===== src/rtl/camera_pkg.sv =====
// camera_pkg
//   Shared constants for the camera capture/dump path.
//   - Dump framer FSM state encodings (ST_*)
//   - Byte handshake state encodings (HS_*)
//   - Frame geometry: header length, bytes per SRAM word, SRAM address width
//   - word_byte(): selects one byte of a 32-bit SRAM word, byte 0 = bits [7:0]
package camera_pkg;

  localparam int SRAM_AW        = 18;
  localparam int HDR_LEN        = 5;
  localparam int BYTES_PER_WORD = 4;

  localparam logic [2:0] ST_IDLE    = 3'd0;
  localparam logic [2:0] ST_HDR     = 3'd1;
  localparam logic [2:0] ST_RD_ADDR = 3'd2;
  localparam logic [2:0] ST_RD_WAIT = 3'd3;
  localparam logic [2:0] ST_BYTE    = 3'd4;
  localparam logic [2:0] ST_CSUM    = 3'd5;
  localparam logic [2:0] ST_DONE    = 3'd6;

  localparam logic [1:0] HS_SEND    = 2'd0;
  localparam logic [1:0] HS_WAIT_HI = 2'd1;
  localparam logic [1:0] HS_WAIT_LO = 2'd2;

  function automatic logic [7:0] word_byte(input logic [31:0] w, input logic [1:0] i);
    return w[{i, 3'b000} +: 8];
  endfunction

endpackage


===== src/rtl/tx_byte_hs.sv =====
// tx_byte_hs
//   One-byte handshake towards the RS232C transmitter: SEND -> WAIT_HI -> WAIT_LO.
//   Ports:
//     clk, reset_n      : clock, asynchronous active-low reset
//     send              : level request; a byte is launched only while idle in SEND
//     data              : byte to launch, latched together with the start pulse
//     rs_tx_status      : transmitter busy flag
//     rs_tx_start       : registered one-cycle start pulse
//     rs_tx_data        : registered byte, held until the next launch
//     sent              : one-cycle strobe in the cycle WAIT_LO sees status low
module tx_byte_hs
  import camera_pkg::*;
(
  input  logic       clk,
  input  logic       reset_n,
  input  logic       send,
  input  logic [7:0] data,
  input  logic       rs_tx_status,
  output logic       rs_tx_start,
  output logic [7:0] rs_tx_data,
  output logic       sent
);

  logic [1:0] hs;

  // Completion is combinational so the parent can advance in the same edge
  // that returns this block to SEND.
  assign sent = (hs == HS_WAIT_LO) && !rs_tx_status;

  // A start pulse is only issued from SEND with the transmitter idle; the
  // following WAIT states guarantee the pulse is never two cycles long.
  always_ff @(posedge clk or negedge reset_n) begin
    if (!reset_n) begin
      hs          <= HS_SEND;
      rs_tx_start <= 1'b0;
      rs_tx_data  <= 8'h00;
    end else begin
      rs_tx_start <= 1'b0;
      case (hs)
        HS_SEND: begin
          if (send && !rs_tx_status) begin
            rs_tx_start <= 1'b1;
            rs_tx_data  <= data;
            hs          <= HS_WAIT_HI;
          end
        end
        HS_WAIT_HI: if (rs_tx_status) hs <= HS_WAIT_LO;
        HS_WAIT_LO: if (!rs_tx_status) hs <= HS_SEND;
        default:    hs <= HS_SEND;
      endcase
    end
  end

endmodule


===== src/rtl/dump_framer.sv =====
// dump_framer
//   Reads SRAM words 0..last_addr and streams them byte-by-byte to the RS232C
//   transmitter, preceded by a sync/length header and optionally followed by
//   a checksum byte (~sum of payload bytes).
//   Build option: define DUMP_FRAMER_CHECKSUM_EN to include the checksum trailer.
//   Ports:
//     clk, reset_n           : clock, asynchronous active-low reset
//     dump_kick / dump_done  : start pulse in, completion pulse out
//     last_addr              : last word address, captured at kick
//     s1_OE, s1_Addr, s1_RD  : SRAM read port (OE active-low)
//     rs_tx_start/data/status: transmitter handshake
//     rest                   : remaining words [17:2] for the 7-seg display
//     busy                   : frame in progress
module dump_framer
  import camera_pkg::*;
#(
  parameter logic [7:0] SYNC0   = 8'hA5,
  parameter logic [7:0] SYNC1   = 8'h5A,
  parameter int         RD_WAIT = 2
)
(
  input  logic               clk,
  input  logic               reset_n,
  input  logic               dump_kick,
  output logic               dump_done,
  input  logic [SRAM_AW-1:0] last_addr,
  output logic               s1_OE,
  output logic [SRAM_AW-1:0] s1_Addr,
  input  logic [31:0]        s1_RD,
  output logic               rs_tx_start,
  output logic [7:0]         rs_tx_data,
  input  logic               rs_tx_status,
  output logic [15:0]        rest,
  output logic               busy
);

  logic [2:0]         state, state_d;
  logic [2:0]         idx, idx_d;
  logic [2:0]         wcnt, wcnt_d;
  logic [SRAM_AW-1:0] len_q, len_d;
  logic [SRAM_AW-1:0] addr, addr_d;
  logic [31:0]        word_q, word_d;
  logic               send, sent;
  logic [7:0]         byte_c;
`ifdef DUMP_FRAMER_CHECKSUM_EN
  logic [7:0]         sum, sum_d;
`endif

  tx_byte_hs u_hs (
    .clk          (clk),
    .reset_n      (reset_n),
    .send         (send),
    .data         (byte_c),
    .rs_tx_status (rs_tx_status),
    .rs_tx_start  (rs_tx_start),
    .rs_tx_data   (rs_tx_data),
    .sent         (sent)
  );

  // Next-state logic. The first header byte is requested already in the kick
  // cycle so its start pulse lands in the first busy cycle.
  always_comb begin
    state_d = state;
    idx_d   = idx;
    wcnt_d  = wcnt;
    len_d   = len_q;
    addr_d  = addr;
    word_d  = word_q;
    send    = 1'b0;
    byte_c  = SYNC0;
`ifdef DUMP_FRAMER_CHECKSUM_EN
    sum_d   = sum;
`endif
    case (state)
      ST_IDLE: begin
        if (dump_kick) begin
          send    = 1'b1;
          len_d   = last_addr;
          addr_d  = '0;
          idx_d   = 3'd0;
          state_d = ST_HDR;
`ifdef DUMP_FRAMER_CHECKSUM_EN
          sum_d   = 8'h00;
`endif
        end
      end
      ST_HDR: begin
        send = 1'b1;
        case (idx)
          3'd0:    byte_c = SYNC0;
          3'd1:    byte_c = SYNC1;
          3'd2:    byte_c = {6'b0, len_q[17:16]};
          3'd3:    byte_c = len_q[15:8];
          default: byte_c = len_q[7:0];
        endcase
        if (sent) begin
          if (idx == 3'(HDR_LEN - 1)) begin
            idx_d   = 3'd0;
            state_d = ST_RD_ADDR;
          end else begin
            idx_d = idx + 3'd1;
          end
        end
      end
      ST_RD_ADDR: begin
        wcnt_d  = 3'd0;
        state_d = ST_RD_WAIT;
      end
      ST_RD_WAIT: begin
        if (wcnt == 3'(RD_WAIT - 1)) begin
          word_d  = s1_RD;
          idx_d   = 3'd0;
          state_d = ST_BYTE;
        end else begin
          wcnt_d = wcnt + 3'd1;
        end
      end
      ST_BYTE: begin
        send   = 1'b1;
        byte_c = word_byte(word_q, idx[1:0]);
        if (sent) begin
`ifdef DUMP_FRAMER_CHECKSUM_EN
          sum_d = sum + byte_c;
`endif
          if (idx == 3'(BYTES_PER_WORD - 1)) begin
            // Compare before incrementing so last_addr = 3FFFF ends cleanly.
            if (addr == len_q) begin
`ifdef DUMP_FRAMER_CHECKSUM_EN
              state_d = ST_CSUM;
`else
              state_d = ST_DONE;
`endif
            end else begin
              addr_d  = addr + 1'b1;
              state_d = ST_RD_ADDR;
            end
          end else begin
            idx_d = idx + 3'd1;
          end
        end
      end
`ifdef DUMP_FRAMER_CHECKSUM_EN
      ST_CSUM: begin
        send   = 1'b1;
        byte_c = ~sum;
        if (sent) state_d = ST_DONE;
      end
`endif
      ST_DONE: state_d = ST_IDLE;
      default: state_d = ST_IDLE;
    endcase
  end

  // State and output registers. Outputs are derived from next-state values so
  // they change together with the state they describe.
  always_ff @(posedge clk or negedge reset_n) begin
    if (!reset_n) begin
      state     <= ST_IDLE;
      idx       <= 3'd0;
      wcnt      <= 3'd0;
      len_q     <= '0;
      addr      <= '0;
      word_q    <= 32'h0;
      dump_done <= 1'b0;
      busy      <= 1'b0;
      s1_OE     <= 1'b1;
      s1_Addr   <= '0;
      rest      <= 16'h0;
`ifdef DUMP_FRAMER_CHECKSUM_EN
      sum       <= 8'h00;
`endif
    end else begin
      state     <= state_d;
      idx       <= idx_d;
      wcnt      <= wcnt_d;
      len_q     <= len_d;
      addr      <= addr_d;
      word_q    <= word_d;
      dump_done <= (state_d == ST_DONE);
      busy      <= (state_d != ST_IDLE);
      s1_OE     <= !((state_d == ST_RD_ADDR) || (state_d == ST_RD_WAIT));
      if (state_d == ST_RD_ADDR) s1_Addr <= addr_d;
      rest      <= (state_d == ST_IDLE) ? 16'h0 : 16'((len_d - addr_d) >> 2);
`ifdef DUMP_FRAMER_CHECKSUM_EN
      sum       <= sum_d;
`endif
    end
  end

endmodule


===== config.mk =====
export PLATFORM = sky130hd
export DESIGN_NAME = dump_framer
export DESIGN_NICKNAME = d
export VERILOG_FILES = /design/src/rtl/camera_pkg.sv /design/src/rtl/tx_byte_hs.sv /design/src/rtl/dump_framer.sv
export SDC_FILE = /design/constraint.sdc
export NUM_CORES = 1
export LEC_CHECK = 0
export ABC_AREA = 0
export CORE_MARGIN = 1
export CORE_UTILIZATION = 40
export CTS_CLUSTER_DIAMETER = 120
export DETAILED_ROUTE_END_ITERATION = 6
export SLEW_MARGIN = 0
export SYNTH_ARGS = -nofsm -noshare
export SYNTH_HDL_FRONTEND = slang
export SYNTH_HIERARCHICAL = 1
export SYNTH_SLANG_ARGS = --single-unit

===== constraint.sdc =====
create_clock -name clk -period 4.7 [get_ports clk]
set_input_delay 0.47 -clock clk [delete_from_list [all_inputs] [get_ports clk]]
set_output_delay 0.47 -clock clk [all_outputs]
set_load 0.05 [all_outputs]

# Word-level counts from Yosys, hierarchy flattened
# Index checks and enable logic that the tools add are counted.
# totals
inputBits	54
wordCells	96
ff_bits	125
# classes
shift	1
addsub	4
mux	35
eq_ne	24
reduce_logical	18
# op_table
op	count
2-to-1 mux 18 bit	6
2-to-1 mux 3 bit	14
case mux 18 bit (2 select lines)	1
case mux 8 bit (4 select lines)	1
indexed part select 32 x 6 -> 8 bit	1
adder 18 x 1 -> 18 bit (second input constant)	1
equality test 18 bit	1
equality test 3 x 2 -> 1 bit (second input constant)	6
subtractor 18 bit	1
2-to-1 mux 16 bit	1
inequality test 2 bit (second input constant)	8
case mux 8 bit (2 select lines)	1
case mux 3 bit (5 select lines)	1
case mux 3 bit (4 select lines)	1
equality test 3 x 1 -> 1 bit (second input constant)	3
equality test 3 bit (second input constant)	3
zero test 3 bit	3
adder 3 x 1 -> 3 bit (second input constant)	2
2-to-1 mux 2 bit	3
case mux 2 bit (3 select lines)	1
case mux 3 bit (2 select lines)	1
AND reduction 2 bit	3
AND reduction 6 bit	1
nonzero test 4 bit	1
13 further kinds	17

# Longest topological paths before layout
# logic_depth
word_depth	8
depth_mapped	19
mapped_depth_nobuf	18

# By module
# Netlist, hierarchy kept.
# modules_own_cells
mod	area_per_inst_um2	instances	cells_each	seq_area_each_um2
dump_framer	6027.0	1	595	2854.0
tx_byte_hs	420.4	1	25	275.3

# Worst setup path before layout
# OpenSTA, ideal clock, no wires.
# synth_path
path_type	input -> register
startpoint	input port rs_tx_status
endpoint	register rest[12]
arrival_ns	3.950
setup_time_ns	0.127
path_stages	15
slack_ns	0.623
n_path_buf	0
cell_sequence	nor3b_1 o211ai_1 nor3_1 nand2_1 o21a_1 ha_1 a21o_1 a21oi_1 inv_1 a21oi_1 o21bai_1 a21oi_1 o31ai_4 o31a_2 mux2_1
# synth_between
elab_chain_cells	6
# synth_lines
element	line	text
start: declaration	dump_framer.sv:32	input logic rs_tx_status,
zero test 1 bit (*)	tx_byte_hs.sv:28	assign sent = (hs == HS_WAIT_LO) && !rs_tx_status;
logical AND 1 bit (*)	tx_byte_hs.sv:28	
2-to-1 mux 18 bit, or another cell as far along	dump_framer.sv:121	if (sent) begin
case mux 18 bit (2 select lines) or case mux 3 bit (5 select lines) (tied branches)	dump_framer.sv:74	case (state)
subtractor 18 bit or zero test 3 bit (tied branches)	dump_framer.sv:183	rest <= (state_d == ST_IDLE) ? 16'h0 : 16'((len_d - addr_d) >> 2);
2-to-1 mux 16 bit (*)	dump_framer.sv:183	
end signal: assignment	dump_framer.sv:183	
end: declaration	dump_framer.sv:33	output logic [15:0] rest,
# Mark *: on every way between the ends. The rest lies on a longest branch, timed or not.
# A chain may end at the register's enable or synchronous reset.

# Final worst setup path
# layout_path
startpoint	register addr[9]
endpoint	register rest[12]
# layout_between
elab_chain_cells	7
# layout_lines
element	line	text
start: declaration	dump_framer.sv:41	logic [SRAM_AW-1:0] addr, addr_d;
start signal: assignment	dump_framer.sv:177	addr <= addr_d;
adder 18 x 1 -> 18 bit or equality test 18 bit (tied branches)	dump_framer.sv:134, dump_framer.sv:127	
2-to-1 mux 18 bit or 2-to-1 mux 3 bit (tied branches)	dump_framer.sv:127	if (addr == len_q) begin
2-to-1 mux 18 bit or 2-to-1 mux 3 bit (tied branches)	dump_framer.sv:125	if (idx == 3'(BYTES_PER_WORD - 1)) begin
2-to-1 mux 18 bit or 2-to-1 mux 3 bit (tied branches)	dump_framer.sv:121	
case mux 18 bit (2 select lines) or case mux 3 bit (5 select lines) (tied branches)	dump_framer.sv:74	
subtractor 18 bit or zero test 3 bit (tied branches)	dump_framer.sv:183	
2-to-1 mux 16 bit (*)	dump_framer.sv:183	
# Marked as above.

==> metrics.txt <==
Pwr Total=approximately 5.7 mW; R2R Path Start=addr[9]; largest area contributor in the netlist=dfrtp_1; Hold Path Class=flip-flop to flip-flop; EDFF count, synth=0; top-count cell post-synth=dfrtp_1; # rows=46; Pwr Density=a little under 700 mW/mm^2; # port buffers=around 100; Worst-Margin Slew=763 ps; final period utilization=between 90 and 100%; share of post-route cells with drive strength above 1=between 10% and 20%; starting density of the core=around 41%; Mapped Nets=approximately 700; DR vias/cell=5.25; Longest Clk Path Bufs=2; CP arrival=roughly 4600 ps; RSZ-0062 raised after global routing=false; Pleak=between 3 and 4 nW; metal3 WL=646 um; antenna diode instance count=0; Netlist cell types=58; vias in the first global route=approximately 5,300; Layout fillers=approximately 1,400; Fin Clk Skew=roughly 6.1 ps; hold_sp=word_q[30]; peak supply drop=just over 400 uV; worst setup margin=362 ps; DRT met1 WL=a little under 8000 um; CTS Sinks=125; CTS tree=built; synth warn=6; num ports=100; Hold EP=word_q[30]; Worst EP required=approximately 5000 ps; Highest Signal Layer=met4; chip width=129 um; DR WL/cell=17.4 um; top_reg_cell synth=dfrtp_1; register area share after synthesis=between 40% and 50%; most frequent cells after synthesis=124 x dfrtp_1, 85 x nand2_1, 45 x nor2_1; WS Path Type=flip-flop to flip-flop; CTS Root Cell=clkbuf_16; total gr overflow=0; post_cts resized=0; Iter 0 DRT Violations=365; ys async rst share=100%; Fin. Hold Viols=0; startpoint types=flip-flop; #FFs+latches synth=125; Die Y=roughly 130 um; final setup violation count=0; initial antenna violation count=0; CP max FO=7; gpl congestion=between 0.8 and 0.9; top-area cell type share of the netlist area=around 48%; R2R cell count=20; core area=0.0158 mm^2; ANT nets after route=0; worst setup path start=addr[9]; placed insts=~930; Met2 Wirelength=about 8000 um; Global Route Usage Sum=around 22%; Mapped Avg Cell Area=just over 10 um^2; Synth Cell Area=0.00645 mm^2; largest net degree at the start of global routing=56; Synth area leaders=dfrtp_1 48%, mux2_2 7.7%, nand2_1 4.9%, ha_1 4.7%, a21oi_1 3.1%; first-pass GRT wire length=roughly 28,000 um; R2R Path End=rest[12]; placed cell area=between 0.007 and 0.008 mm^2; Pre-Repair DR Iteration Count=6; hold path depth=1; Mapped Cells=a little over 600; Remaining DRCs=0; count of final max-slew check failures=0; r2r setup slk=360 ps; clk slew on worst S/H paths=roughly 60 ps; status=complete, no violations; hpwl dp=about 13,000 um; Slew HR=between 40% and 50%; non-filler cells, final=between 900 and 1,000; Final Routed Wirelength=about 17,000 um; CTS H-Tree Depth=4; P&R area growth vs syn=30.2%; DR vias=between 5,000 and 6,000; pre-CTS setup slack=between 200 and 250 ps; Die Area=around 0.017 mm^2; Max Fclk=~230 MHz; nets=just over 800; post-layout min period=4340 ps; clk_lat worst skew=roughly 420 ps; total CTS buffers=17; fin area=between 0.008 and 0.009 mm^2; Max-Cap Viols=0; Final TNS setup=0 ps; Setup crit end kind=flip-flop
[per-layer routing]
metal | vias to the layer above | GRT usage, %
met5 | - | 0
met4 | 0 | 7.13
met2 | 120 | 35.8
met3 | 20 | 4.86
met1 | 2505 | 29.9
li1 | 2429 | -
[what timing repair did]
| action | in CTS | in global routing |
|---|---|---|
| hold buffers | 1 | 0 |
| setup endpoints to repair | 0 | 2 |
| hold endpoints to repair | 14 | 0 |
| setup buffers | 0 | 1 |
[state kept, by name (all words and copies together), names as in the netlist]
name / flops
addr: 18
busy: 1
dump_done: 1
idx: 3
len_q: 18
rest: 16
s1_Addr: 18
s1_OE: 1
state: 3
u_hs/hs: 2
u_hs/rs_tx_data: 8
u_hs/rs_tx_start: 1
wcnt: 3
word_q: 32
[placed cells by master, fill, tap and decap left out, types with 3 or more instances in the layout]
| master | count |
|---|---|
| or2_2 | 3 |
| bufinv_16 | 4 |
| a221oi_1 | 4 |
| nor4_1 | 4 |
| o21a_1 | 9 |
| a21o_1 | 5 |
| mux2_2 | 44 |
| and2_1 | 3 |
| and3_1 | 8 |
| mux2i_1 | 3 |
| xnor2_1 | 11 |
| buf_4 | 23 |
| dfrtp_1 | 124 |
| nor2b_1 | 5 |
| clkbuf_1 | 4 |
| o21bai_1 | 4 |
| mux4_2 | 8 |
| nand4_1 | 5 |
| nor3_1 | 15 |
| nand3_1 | 12 |
| nor2_1 | 44 |
| o21ai_0 | 23 |
| o31a_1 | 8 |
| clkdlybuf4s50_1 | 98 |
| xor2_1 | 16 |
| o211ai_1 | 12 |
| a21oi_1 | 40 |
| ha_1 | 24 |
| nand2_1 | 85 |
| clkbuf_16 | 17 |
| nand2b_1 | 8 |
| a31oi_1 | 5 |
| inv_1 | 33 |
[logic make-up (layout without fill, tap and decap cells)]
kind of cell	count (synthesis)	after routing	share of synthesized area, %
buffers and inverters	56	186	3.49
adders and majority gates	24	24	4.66
and+or+nand+nor	202	202	14.6
DFF	125	125	48.5
muxes	57	57	11.4
xor gates and xnor gates	28	28	3.92
AOI/OAI and AO/OA	128	128	13.5
[report_power, final]
| group | total, mW | switching [mW] | leakage (nW) | internal [mW] |
|---|---|---|---|---|
| Combinational | 2.68 | 1.57 | 1.95 | 1.11 |
| Clock | 1.37 | 0.462 | 0.293 | 0.907 |
| Sequential | 1.68 | 0.243 | 1.64 | 1.44 |
| Total | 5.73 | 2.27 | 3.88 | 3.46 |
[final cells by class]
type                    count  area, um^2  area share (%)
flip-flops and latches    125        3130            37.3
multi-input cells         439        3100            36.9
repair buffers            122        1160            13.9
clock buffers              23         468            5.57
well taps                 216         270            3.22
clock inverters             7         138            1.64
inverters                  34         130            1.55
[stage by stage]
stage               util, %  hold slack [ps]
floorplan                 -              174
global placement       49.1              433
detailed placement     49.1              440
CTS                    53.0              507
global route           53.0              518
finish                 53.0              501
[worst max-delay path: stages, from the launching register on]
cell and delay (ps):
dfrtp_1 450, xor2_1 180, nor4_1 350, nand3_1 210
o211ai_1 330, buf_4 190, nor3_1 50, buf_4 160
nand2_1 150, nand3_1 100, o21a_1 160, ha_1 220
a21o_1 200, a21oi_1 140, inv_1 50, a21oi_1 190
o21bai_1 80, a21oi_1 250, o31ai_4 140, o31a_2 310
mux2_1 300
[worst max path at each step]
stage	endpoint
2_1_floorplan	rest[12]
3_3_place_gp	rest[12]
3_5_place_dp	rest[12]
4_1_cts	rest[15]
5_1_grt	rest[12]
6_report	rest[12]
No activity file was read; power rests on OpenSTA's default activity.
==> patch 1: new RTL, same settings <==
Take the reset off `addr` and `word_q` and load them in a clocked block of their own.
--- a/src/rtl/dump_framer.sv
+++ b/src/rtl/dump_framer.sv
@@ -160,6 +160,4 @@
       wcnt      <= 3'd0;
       len_q     <= '0;
-      addr      <= '0;
-      word_q    <= 32'h0;
       dump_done <= 1'b0;
       busy      <= 1'b0;
@@ -175,6 +173,4 @@
       wcnt      <= wcnt_d;
       len_q     <= len_d;
-      addr      <= addr_d;
-      word_q    <= word_d;
       dump_done <= (state_d == ST_DONE);
       busy      <= (state_d != ST_IDLE);
@@ -188,4 +184,9 @@
   end
 
+  always_ff @(posedge clk) begin
+    addr   <= addr_d;
+    word_q <= word_d;
+  end
+
 endmodule
 
Behaviour: same outputs for any inputs over 10 cycles, from zero or initial values and one cycle with reset_n low; that may be too few to reach the edited logic, so the function may still have changed.
==> patch 1 against the original RTL <==
- power down 4.5%
- cell area down 3.7%
- critical path depth down 2
- setup slack worse by 0.018 ns
- clock power down 14%
- die area down 3.2%
- routed wire length down 1.7%
- sequential cell count unchanged
- synthesized cell count down 3.5%
- synthesized area down 3.2%
- largest power group unchanged
- critical path type unchanged
- first-iteration DRC count up 0.82%
- non-clock buffer count up 2
==> patch 1: results (changes against the original RTL) <==
status: "finished, final reports clean"
drt_pre_antenna_iters: 5  # -1
dr_wl_met3_um: 754  # +17%
grtUsageMet3_pct: 4.89  # +0.028 points
netlist_instances: 598  # -3.5%
grt_max_degree: 76  # +36%
multi_input_gates: 418  # -4.8%
slew_headroom_pct: 21.4  # -28 points
max_stage_delay_ns: 0.49  # +0.04 ns
synthXorXnorAreaFrac_pct: 4.35  # +0.43 points
vias: 4864  # -4.1%
clkCellAreaFrac_pct: 6.55  # -0.67 points
ctsResizeCount: 0  # unchanged
holdCritPathClass: "in2async"
synth_adder_area_share_pct: 4.81  # +0.15 points
final_util_pct: 53.2  # +0.14 points
synth-compound-area-share_pct: 14.2  # +0.77 points
place_area_um2: 7550  # -2.8%
vdd_drop_max_v: 0.000251  # -38%
pre_cts_ws_ns: 0.186  # -0.0191 ns
drt-initial-drc-count: 368  # +0.82%
synth_edf_count: 32  # +32
synthTopCellsByArea: "dfrtp_1, edfxtp_1, nand2_1, dfxtp_1, ha_1"
cp_max_fo: 8  # +1
muxShareOfSynthArea_pct: 5.87  # -5.5 points
leakage_nw: 3.35  # -14%
final_nets: 795  # -2.7%
postSynth.asyncResetShare_pct: 60.0  # -40 points
nClkBuffers: 19  # -17%
place_congestion: 0.897  # +4.2%
n_all_buffers: 124  # +1.6%
fillers: 1368  # -4.1%
synth.distinct_cells: 69  # +19%
wl_met1_um: 8220  # +3.9%
wl_um: 16500  # -1.7%
syn_nets: 676  # -3.2%
final-nonclk-buf-share_pct: 14.5  # +0.69 points
met1_usage_pct: 32.9  # +3.0 points
sequential_cell_total: 125  # unchanged
avgRoutedWirePerCell_um: 18.0  # +3.5%
dp.cells: 886  # -5.1%
wl_met2_um: 7320  # -8.7%
multi_input_comb_area_um2: 2830  # -8.7%
inv_count: 31  # -8.8%
grt_pass1_wl_um: 26800  # -4.0%
-- patch 1: report_power, final --
| group | internal [mW] | total, mW | switching (mW) |
|---|---|---|---|
| sequential | 1.41 | 1.65 | 0.239 |
| clock | 0.674 | 1.18 | 0.502 |
| combinational | 1.08 | 2.65 | 1.56 |
-- patch 1: path summary, 6_finish.rpt --
check                              startpoint                  to  slack (ns)  cells after the start
setup / recovery                    len_q[17]            rest[12]        0.34                     18
hold / removal                        reset_n            rest[12]        0.21                      1
setup reg to reg                    len_q[17]            rest[12]        0.34                     18
hold reg to reg            u_hs/rs_tx_data[1]  u_hs/rs_tx_data[1]        0.50                      1
max in group asynchronous             reset_n  u_hs/rs_tx_data[6]        3.87                      1
min in group clk           u_hs/rs_tx_data[1]  u_hs/rs_tx_data[1]        0.50                      1
==> patch 2: new RTL, config.mk and constraints unchanged <==
Made on the original files. `SRAM_AW`: 18 -> 36.
--- a/src/rtl/camera_pkg.sv
+++ b/src/rtl/camera_pkg.sv
@@ -7,5 +7,5 @@
 package camera_pkg;
 
-  localparam int SRAM_AW        = 18;
+  localparam int SRAM_AW        = 36;
   localparam int HDR_LEN        = 5;
   localparam int BYTES_PER_WORD = 4;
Interface: changed (resized last_addr and s1_Addr); port bits go from 100 to 136. The function was not compared with the original's and may differ.
==> patch 2 against the original RTL <==
- the run now ends with DRC left
- non-clock buffer count rose by 41
- power rose by 17%
- synthesized area rose by 40%
- clock power rose by 12%
- setup slack improved by 0.024 ns
- highest routed layer unchanged
- sequential power rose by 38%
- cell area rose by 36%
- routed wire length rose by 41%
- largest power group unchanged
- sequential cell count rose by 54
- count of clock-buffer cells in the layout fell by 6
==> patch 2: results (changes against the original RTL) <==
syn_nets: 990  # +42%
postSynth.asyncResetShare_pct: 100  # unchanged
grt_use_total_pct: 21.6  # -0.66 points
drcViolationCount: 11  # +11
diodes: 0  # unchanged
clk_pin_slew_ns: 0.07
clock.fmax_ghz: 0.232  # +0.55%
grt_max_degree: 107  # +91%
clk_latency_ns: 0.43
fillers: 1987  # +39%
clockBufferDepth: 2  # unchanged
dp_hpwl_um: 17700  # +40%
pre_cts_ws_ns: 0.221  # +0.0165 ns
dp.cells: 1301  # +39%
violations: "DRC"
cp_max_fo: 9  # +2
ctsResizeCount: 0  # unchanged
synthTopCellsByArea: "dfrtp_1, nand2_1, mux2_2, xnor2_1, ha_1"
drive_above_1_share_pct: 14.5  # -1.1 points
drt_pre_antenna_iters: 7  # +1
synth.distinct_cells: 66  # +14%
yosysSeqAreaShare_pct: 49.7  # +1.1 points
critPathArrivalTime_ns: 4.63  # about the same
wl_um: 23800  # +41%
cts_setup_buffers: 0  # unchanged
leakage_nw: 5.23  # +35%
rr_startpoint: "len_q[5]"
avgRoutedWirePerCell_um: 17.8  # +2.4%
viasPerCell: 5.24  # -0.17%
path_delay_family: "compound AO/OA/AOI/OAI gates"
synth_area_per_cell_um2: 10.1  # -3.0%
drt-initial-drc-count: 559  # +53%
max_stage_delay_ns: 0.44
endpoint: "rest[15]"
worstRegToRegCells: 17  # -15%
grt_pass1_wl_um: 38900  # +39%
largestRegisters: "addr (36), len_q (36), s1_Addr (36)"
worstMarginPinSlew_ns: 1.01  # +0.250 ns
final_nets: 1136  # +39%
critical_path_class: "reg2reg"
synth_commonest_cells: "nand2_1, dfrtp_1, mux2_2, o21ai_0, nor2_1"
skew_ns: 0.00702  # +0.000878 ns
rrSetupSlack_ns: 0.39  # +0.02 ns
hold_viol: 0  # unchanged
status: "finished, violations left"
vdd_drop_max_v: 0.000265  # -35%
holdCritPathClass: "in2async"
place_congestion: 0.954  # +11%
io_buffer_count: 135  # +36%
grt_pass1_vias: 7008  # +32%
-- patch 2: power breakdown --
part           leakage, nW  internal [mW]  switching [mW]
Sequential            2.37           1.98           0.334
Clock                0.301          0.855           0.676
Combinational         2.56           1.20            1.64
Total                 5.23           4.04            2.65
-- patch 2: worst min-delay path by stage --
stage	from	to	cells after the start
final	reset_n	wcnt[2]	1
after global routing	reset_n	wcnt[2]	1
after CTS	reset_n	wcnt[2]	1
after detailed placement	s1_Addr[25]	s1_Addr[25]	2
after global placement	s1_Addr[18]	s1_Addr[18]	2
after floorplan	reset_n	addr[0]	0
-- patch 2: through the flow --
stage          instance area [µm²]  power, mW  utilization [%]  hold slack (ns)
2_1_floorplan                 9020       4.16                -            0.174
4_1_cts                      11400       6.73             52.0            0.221
5_1_grt                      11400       7.09             52.0            0.220
6_report                     11400       6.69             52.0            0.141
3_3_place_gp                 10800       5.13             49.2            0.461
3_5_place_dp                 10800       5.18             49.2            0.466
-- patch 2: kinds of logic after synthesis --
kind of cell / after synthesis / share of synthesized area, %
adder cells (fa/ha/maj): 24 / 3.33
buffers and inverters: 67 / 3.01
flip-flops: 179 / 49.7
AO/OA/AOI/OAI: 147 / 10.0
XOR/XNOR: 52 / 5.05
multiplexers: 77 / 10.6
AND/OR/NAND/NOR: 348 / 18.3
-- patch 2: layer usage --
layer / up-vias / share of wire [%] / GRT usage, %
met4: 0 / 1.9 / 6.71
met3: 30 / 4.7 / 3.24
met1: 3346 / 48 / 31.3
met2: 213 / 45 / 33.2
li1: 3401 / - / -
met5: - / 0 / 0
-- patch 2: worst register-to-register path: cells and delay by family (launching register included) --
kind,cells,cell delay [ns]
compound gates,8,1.85
simple gates,5,0.79
xor+xnor,2,0.53
flops,1,0.44
mux,1,0.38
fa+ha+maj,1,0.22
-- patch 2: area by class of cell --
class / instances / share of cell area [%]
Sequential cell: 179 / 39.2
Clock buffer: 17 / 3.72
Inverter: 31 / 1.02
Multi-Input combinational cell: 648 / 37.5
Tap cell: 280 / 3.07
Clock inverter: 15 / 1.69
Timing Repair Buffer: 163 / 13.8
